File: config.mk
export PLATFORM = sky130hd
export DESIGN_NAME = program_loader
export DESIGN_NICKNAME = d
export VERILOG_FILES = /design/src/rtl/program_loader.sv
export SDC_FILE = /design/constraint.sdc
export NUM_CORES = 1
export LEC_CHECK = 0
export ABC_AREA = 0
export CAP_MARGIN = 15
export CORE_MARGIN = 2
export CORE_UTILIZATION = 57
export DETAILED_ROUTE_END_ITERATION = 10
export GPL_ROUTABILITY_DRIVEN = 1
export HOLD_SLACK_MARGIN = 0.06
export PLACE_DENSITY = 0.84
export SYNTH_ARGS = -nofsm -noshare
export SYNTH_HDL_FRONTEND = slang
export SYNTH_SLANG_ARGS = --single-unit
File: constraint.sdc
create_clock -name clk -period 2.7 [get_ports clk]
set_input_delay 0.54 -clock clk [delete_from_list [all_inputs] [get_ports clk]]
set_output_delay 0.54 -clock clk [all_outputs]
set_load 0.05 [all_outputs]
File: src/rtl/program_loader.sv
`default_nettype none
// ----------------------------------------------------------------------------
// program_loader : debounced key-driven writer for the program memory, with fill
// Rev 1.0
// ----------------------------------------------------------------------------
module program_loader #(
  parameter int              DEPTH    = 16,
  parameter int              OP_W     = 4,
  parameter int              DEBOUNCE = 500000,
  parameter logic [OP_W-1:0] FILL_OP  = {OP_W{1'b1}}
) (
  input  logic                         clk,
  input  logic                         rst,
  input  logic [OP_W-1:0]              sw_op,
  input  logic                         key_store,
  input  logic                         key_done,
  output logic                         prog_we,
  output logic [$clog2(DEPTH)-1:0]     prog_addr,
  output logic [OP_W-1:0]              prog_data,
  output logic [$clog2(DEPTH+1)-1:0]   count,
  output logic                         full,
  output logic                         loaded,
  output logic [1:0]                   state
);

  localparam int AW  = $clog2(DEPTH);
  localparam int CW  = $clog2(DEPTH+1);
  localparam int DBW = $clog2(DEBOUNCE+1);

  typedef enum logic [1:0] {
    ST_LOAD = 2'd0,
    ST_FILL = 2'd1,
    ST_DONE = 2'd2
  } state_t;

  logic [OP_W-1:0] sw_s1_q, sw_s2_q;
  logic [1:0]      key_raw;
  logic [1:0]      press;

  assign key_raw = {key_done, key_store};

  always_ff @(posedge clk or negedge rst) begin
    if (!rst) begin
      sw_s1_q <= '0;
      sw_s2_q <= '0;
    end else begin
      sw_s1_q <= sw_op;
      sw_s2_q <= sw_s1_q;
    end
  end

  // Index 0 = store key, index 1 = done key; both are active-low pushbuttons.
  for (genvar i = 0; i < 2; i++) begin : g_key
    logic           s1_q, s2_q;
    logic           level_q, level_d;
    logic           press_q, press_d;
    logic [DBW-1:0] cnt_q, cnt_d;

    always_comb begin
      level_d = level_q;
      cnt_d   = '0;
      if (s2_q != level_q) begin
        if (cnt_q == DBW'(DEBOUNCE-1)) level_d = s2_q;
        else                           cnt_d   = cnt_q + 1'b1;
      end
      press_d = level_q & ~level_d;
    end

    always_ff @(posedge clk or negedge rst) begin
      if (!rst) begin
        s1_q    <= 1'b1;
        s2_q    <= 1'b1;
        level_q <= 1'b1;
        cnt_q   <= '0;
        press_q <= 1'b0;
      end else begin
        s1_q    <= key_raw[i];
        s2_q    <= s1_q;
        level_q <= level_d;
        cnt_q   <= cnt_d;
        press_q <= press_d;
      end
    end

    assign press[i] = press_q;
  end

  logic            store_ev, done_ev;
  state_t          state_q, state_d;
  logic            we_q, we_d;
  logic [AW-1:0]   addr_q, addr_d;
  logic [OP_W-1:0] data_q, data_d;
  logic [CW-1:0]   count_q, count_d;
  logic            loaded_q, loaded_d;
  logic            full_w;

  assign store_ev = press[0];
  assign done_ev  = press[1];
  assign full_w   = (count_q == CW'(DEPTH));

  always_comb begin
    state_d  = state_q;
    we_d     = 1'b0;
    addr_d   = addr_q;
    data_d   = data_q;
    count_d  = count_q;
    loaded_d = loaded_q;
    case (state_q)
      ST_LOAD: begin
        if (done_ev) begin
          if (full_w) begin
            state_d  = ST_DONE;
            loaded_d = 1'b1;
          end else begin
            // First fill write issues on entry so FILL and the writes line up.
            state_d = ST_FILL;
            we_d    = 1'b1;
            addr_d  = count_q[AW-1:0];
            data_d  = FILL_OP;
          end
        end else if (store_ev && !full_w) begin
          we_d    = 1'b1;
          addr_d  = count_q[AW-1:0];
          data_d  = sw_s2_q;
          count_d = count_q + 1'b1;
        end
      end
      ST_FILL: begin
        // The fill pointer is the address just written plus one.
        if (addr_q == AW'(DEPTH-1)) begin
          state_d  = ST_DONE;
          loaded_d = 1'b1;
        end else begin
          we_d   = 1'b1;
          addr_d = addr_q + 1'b1;
          data_d = FILL_OP;
        end
      end
      ST_DONE: begin
        if (done_ev) begin
          state_d  = ST_LOAD;
          count_d  = '0;
          loaded_d = 1'b0;
        end
      end
      default: state_d = ST_LOAD;
    endcase
  end

  always_ff @(posedge clk or negedge rst) begin
    if (!rst) begin
      state_q  <= ST_LOAD;
      we_q     <= 1'b0;
      addr_q   <= '0;
      data_q   <= '0;
      count_q  <= '0;
      loaded_q <= 1'b0;
    end else begin
      state_q  <= state_d;
      we_q     <= we_d;
      addr_q   <= addr_d;
      data_q   <= data_d;
      count_q  <= count_d;
      loaded_q <= loaded_d;
    end
  end

  assign prog_we   = we_q;
  assign prog_addr = addr_q;
  assign prog_data = data_q;
  assign count     = count_q;
  assign full      = full_w;
  assign loaded    = loaded_q;
  assign state     = state_q;

endmodule
`default_nettype wire

Word level (Yosys, flattened, before mapping):

Index checks and enable logic that the tools add are counted.
Widths: inputs -> output; s select.

* register bits after elaboration: 71
* input bits: 8
* output and inout bits: 18
* word-level logic and storage cells: 90

* add/sub/neg operators: 4
* eq/ne operators: 17
* mux-type cells: 37
* bitwise logic cells: 4
* reduce and logical (&&, ||, !) cells: 10

Operators with widths (count)
* $mux 19: 4
* $add 19x1->19 const B: 2
* $eq 19x19->1 const B: 2
* $mux 4: 8
* $pmux 4 s2: 2
* $mux 5: 3
* $ne 2x2->1 const B: 7
* $mux 1: 12
* $pmux 5 s2: 1
* $mux 2: 4
* $reduce_and 4->1: 2
* $ne 3x3->1 const B: 2
* $pmux 2 s3: 1
* $add 5x1->5 const B: 1
* $eq 5x5->1 const B: 1
* $reduce_and 5->1: 1
* $add 4x1->4 const B: 1
* $eq 4x4->1 const B: 1
* $reduce_bool 2->1: 2
* $pmux 1 s3: 1
* $reduce_and 3->1: 1
* $reduce_bool 3->1: 1
* $and 1x1->1: 2
* $eq 2x1->1 const B: 1
* 7 further kinds: 9

Depth between registers and ports, before layout:

* word-level depth: 6
* mapped depth: 8
* gate-level depth less buffers: 7

Worst setup path after synthesis:

OpenSTA, ideal clock, no wires.

* path type: reg2reg
* start point: register count_q[0] (netlist: count[0])
* end point: register addr_q[0] (netlist: prog_addr[0])
* setup time: 125 ps
* data arrival time: 2398 ps
* data required time: 2575 ps
* slack: 177 ps
* cell stages (with the launch flop): 9
* buffers on the path: 1
* period minus slack after synthesis: 2523 ps
* path through: dfrtp_1 > inv_1 > ha_1 > nand4bb_1 > clkbuf_1 > inv_1 > o21a_1 > a21oi_2 > mux2_2

* cells in the longest elaborated chain, start to end: 5
* elaborated cells on any way between the ends: 10
* those cells by class: eq/ne (3); mux (4); reduce/logical (3)

Ends and longest elaborated chain
* start: declaration: RTL line 93 `logic [CW-1:0] count_q, count_d;`
* start signal: assignment: RTL line 163 `count_q <= count_d;`
* $eq 5x5->1 *: RTL line 99 `assign full_w = (count_q == CW'(DEPTH));`
* net full: RTL line 21 `output logic full,`
* $logic_not 1->1: RTL line 121 `end else if (store_ev && !full_w) begin`
* $logic_and 1x1->1: RTL line 121
* $ne 3x3->1 (no source line)
* $reduce_and 4->1 (no source line) *
* end signal: assignment: RTL line 161 `addr_q <= addr_d;`
* end: declaration: RTL line 91 `logic [AW-1:0] addr_q, addr_d;`

Mark *: on every way through the listed nets, which the timed path passes. The rest lies on a longest branch. The select of a mux whose other input is x is not followed.
A chain may end at the register's enable or synchronous reset.

Worst setup path after layout:

* start point: register count_q[0] (netlist: count[0])
* end point: output full

* cells in the longest elaborated chain, start to end: 1

Ends and longest elaborated chain (RTL line)
* $eq 5x5->1: 99
* end: declaration: 21

Every way passes these cells.

==> metrics.md <==
| Metric | Value |
|---|---|
| Commonest non-fill, non-tap cell in the layout | `sky130_fd_sc_hd__dfrtp_1` |
| Endpoint type of the worst setup path | `output port` |
| FF/Latch Area | `1784 µm²` |
| Start of the worst register-to-register path | `count[0]` |
| CP max stage cell | `sky130_fd_sc_hd__dfrtp_1` |
| Global routing usage summed across all routing layers | `0.2151` |
| Total clock sinks | `71` |
| Max-Slew Margin vs Limit | `0.5237` |
| Via Count | `2514` |
| Pin count of the biggest net entering global routing | `32` |
| Total chip power | `1.993 mW` |
| Vertical die dimension | `80.62 µm` |
| Fin area | `3891 µm²` |
| Required time of the worst setup path | `2.16 ns` |
| DRC viols | `0` |
| Max Clock Freq | `440.7 MHz` |
| Synthesized area divided by synthesized cell count | `10.42 µm²` |
| Starting utilization of the core area | `0.6002` |
| Total setup violations reported at the end of the flow | `0` |
| Multi-input gate area in the final layout | `1489 µm²` |
| Seq cells post-synth | `71` |
| Antenna Nets Post-Route | `0` |
| Filler cell count in the final layout | `440` |
| Post-cts hold buffer count | `0` |
| Final hold violations | `0` |
| Final layout net count | `369` |
| Final core occ | `0.6981` |
| Peak supply drop | `0.3473 mV` |
| Cells resized by post-CTS repair | `0` |
| List of cells traversed by the critical path | `inv_1, ha_1, nand4bb_1, inv_1, buf_4` |
| Power density of the placed cells | `512.1 nW/µm²` |
| Number of inserted diodes | `0` |
| Core area | `5574 µm²` |
| Final non-filler cell total | `430` |
| Dpl hpwl | `4325 µm` |
| Largest stage delay on the critical path | `0.45 ns` |
| Critical Path Fanout Max | `7` |
| Capture instance of the worst register-to-register path | `prog_data[1]` |
| Worst-path clk slew | `0.08 ns` |
| Layout cell share with drive strength beyond 1 | `0.1257` |
| Initial antenna violation count | `0` |
| Clock Root Buffer | `sky130_fd_sc_hd__clkbuf_8` |
| Initial detailed-routing violation count | `159` |
| Die footprint | `6499 µm²` |
| Count of mapped cells out of synthesis | `321` |
| Placed Cells incl. Taps | `414` |
| Count of buffers added by post-CTS timing repair for setup | `0` |
| Status | `completed` |
| Worst slack on hold paths | `0.2464 ns` |
| Synthesis Warnings | `0` |
| Routed vias/inst | `5.847` |
| Final WL | `6143 µm` |
| Quantity of I/O buffers inserted on ports | `25` |
| Sequential element share of the synthesized area | `0.5333` |
| Sum of overflow across all layers after global routing | `0` |
| Dominant register cell in the synthesized netlist | `sky130_fd_sc_hd__dfrtp_1` |
| Crit Path Category | `reg -> out` |
| Final worst-path cycle share | `0.8405` |
| Sum Neg Setup Slack | `0 ns` |
| Post-Place Cell Area | `3694 µm²` |
| Data arrival at the endpoint of the critical path | `1.73 ns` |
| Worst reg2reg path depth | `7` |
| Io pins | `26` |
| Count of H-tree levels built during CTS | `3` |
| Final critical delay including setup and external delays | `2.269 ns` |
| Top library cells by usage in the layout, fill and taps aside | `65 x sky130_fd_sc_hd__dfrtp_1, 35 x sky130_fd_sc_hd__nor2_1, 23 x sky130_fd_sc_hd__clkdlybuf4s50_1, 21 x sky130_fd_sc_hd__nand2_1, 20 x sky130_fd_sc_hd__nand3_1` |
| DIE WIDTH | `80.62 µm` |
| Final worst setup slack | `0.4307 ns` |
| Maximum clock skew at final layout | `0.006059 ns` |
| First-pass GRT wire length | `10650 µm` |
| Max clock buf depth | `2` |
| Proportion of synthesized flip-flops having asynchronous set or reset | `1.000` |
| Clock tree from TritonCTS | `done` |
| Number of search-and-repair iterations in the first detailed-routing pass | `4` |
| Number of synthesized flops with an enable pin | `0` |
| Tightest Pin Transition | `0.7049 ns` |
| Drt wl/cell | `14.29 µm` |
| Register-to-Register Setup Slack | `0.57 ns` |
| Clock latency on the worst-skew pair | `0.34 ns` |
| Placement-stage worst setup slack | `0.6109 ns` |
| Number of global-route vias before repair | `2328` |
| RePlAce Congestion | `0.8367` |
| Sort of element at the start of the critical path | `register` |
| Total CTS buffers | `9` |
| Path type of the worst min-delay path | `in -> async` |
| Number of pins exceeding their max-slew limit in the final report | `0` |
| Number of maximum-capacitance constraint violations | `0` |
| Most numerous cell on the critical path | `sky130_fd_sc_hd__inv_1` |
| LEAKAGE | `1.613 nW` |
| Synthesized cell area | `3346 µm²` |
| RSZ-0062 raised after global routing | `no` |
| Synthesized net count | `337` |
| Area delta synth->final | `16.31%` |
| Row cnt | `27` |
| Number of distinct library cell variants in the gate-level netlist after synthesis | `43` |
==> cells by family (layout without fill, tap and decap cells) <==
family          Yosys count  after routing  synth area share
simple gates            144            144            0.2349
xor+xnor                 28             28           0.07330
buf+inv                  19             56           0.02169
flops                    71             71            0.5333
compound gates           40             40           0.07069
mux                      11             11           0.03628
fa+ha+maj                 8              8           0.02992
==> worst max path at each step <==
stage                         from           end  slack, ns  cells after the start
after detailed placement  count[0]  prog_data[1]       0.61                      7
after CTS                 count[0]          full       0.43                      5
final                     count[0]          full       0.43                      5
after floorplan           count[0]  prog_addr[0]       0.18                      8
after global placement    state[0]      count[4]       0.72                      6
after global routing      count[0]          full       0.31                      5
==> cells in the mapped netlist (2+ instances only) <==
cell type / instances / area [µm²]
sky130_fd_sc_hd__nand3b_1: 3 / 22.52
sky130_fd_sc_hd__clkbuf_1: 8 / 30.03
sky130_fd_sc_hd__ha_1: 8 / 100.1
sky130_fd_sc_hd__and2_1: 3 / 18.77
sky130_fd_sc_hd__nand3_1: 20 / 100.1
sky130_fd_sc_hd__o31ai_1: 4 / 30.03
sky130_fd_sc_hd__mux2i_1: 2 / 20.02
sky130_fd_sc_hd__xor2_1: 12 / 105.1
sky130_fd_sc_hd__xnor2_1: 16 / 140.1
sky130_fd_sc_hd__mux2_2: 9 / 101.4
sky130_fd_sc_hd__or4_1: 6 / 45.04
sky130_fd_sc_hd__o21ai_1: 2 / 10.01
sky130_fd_sc_hd__or3_1: 10 / 62.56
sky130_fd_sc_hd__nor4bb_1: 3 / 30.03
sky130_fd_sc_hd__o21ai_0: 12 / 60.06
sky130_fd_sc_hd__and4_1: 3 / 26.28
sky130_fd_sc_hd__dfrtp_1: 65 / 1627
sky130_fd_sc_hd__a21oi_1: 14 / 70.07
sky130_fd_sc_hd__nand4_1: 12 / 75.07
sky130_fd_sc_hd__and3_1: 4 / 25.02
sky130_fd_sc_hd__nor4b_1: 3 / 26.28
sky130_fd_sc_hd__nor3_1: 3 / 15.01
sky130_fd_sc_hd__inv_1: 10 / 37.54
sky130_fd_sc_hd__nor4_1: 8 / 50.05
sky130_fd_sc_hd__dfstp_2: 6 / 157.7
sky130_fd_sc_hd__nor2_1: 35 / 131.4
sky130_fd_sc_hd__nand2_1: 21 / 78.83
sky130_fd_sc_hd__or2_2: 4 / 25.02
==> power by group <==
group | internal [mW] | total (mW) | leakage (nW) | switching [mW]
combinational | 0.0241 | 0.0634 | 0.578 | 0.0393
sequential | 1.08 | 1.09 | 0.947 | 0.0112
clock | 0.426 | 0.837 | 0.0875 | 0.411
total | 1.53 | 1.99 | 1.61 | 0.462
==> layout make-up <==
type	instances	share of cell area
Clock inverter	7	0.01897
Timing Repair Buffer	30	0.07524
Inverter	10	0.009646
Clock buffer	9	0.03183
Tap cell	72	0.02315
Sequential cell	71	0.4585
Multi-Input combinational cell	231	0.3826
==> layer usage <==
layer / up-vias / track usage / routed length, µm
met4: 0 / 0.08475 / 44
met1: 1249 / 0.2982 / 3013
met5: - / 0 / 0
met3: 7 / 0.05618 / 225
met2: 47 / 0.3233 / 2860
li1: 1211 / - / -
==> sequential cells by signal (all words and copies together) (netlist names) <==
| name | flops |
|---|---|
| prog_we | 1 |
| g_key.s1_q | 2 |
| g_key.press_q | 1 |
| prog_addr | 4 |
| sw_s1_q | 4 |
| sw_s2_q | 4 |
| done_ev | 1 |
| g_key.cnt_q | 38 |
| g_key.level_q | 2 |
| loaded | 1 |
| count | 5 |
| state | 2 |
| prog_data | 4 |
| g_key.s2_q | 2 |
==> worst max-delay path, delay by kind of cell (launching register included) <==
| family | cells | cell delay [ns] |
|---|---|---|
| fa+ha+maj | 1 | 0.14 |
| buf+inv | 3 | 0.53 |
| flops | 1 | 0.45 |
| simple gates | 1 | 0.27 |
Note: power is estimated with default switching activity, not from simulation.
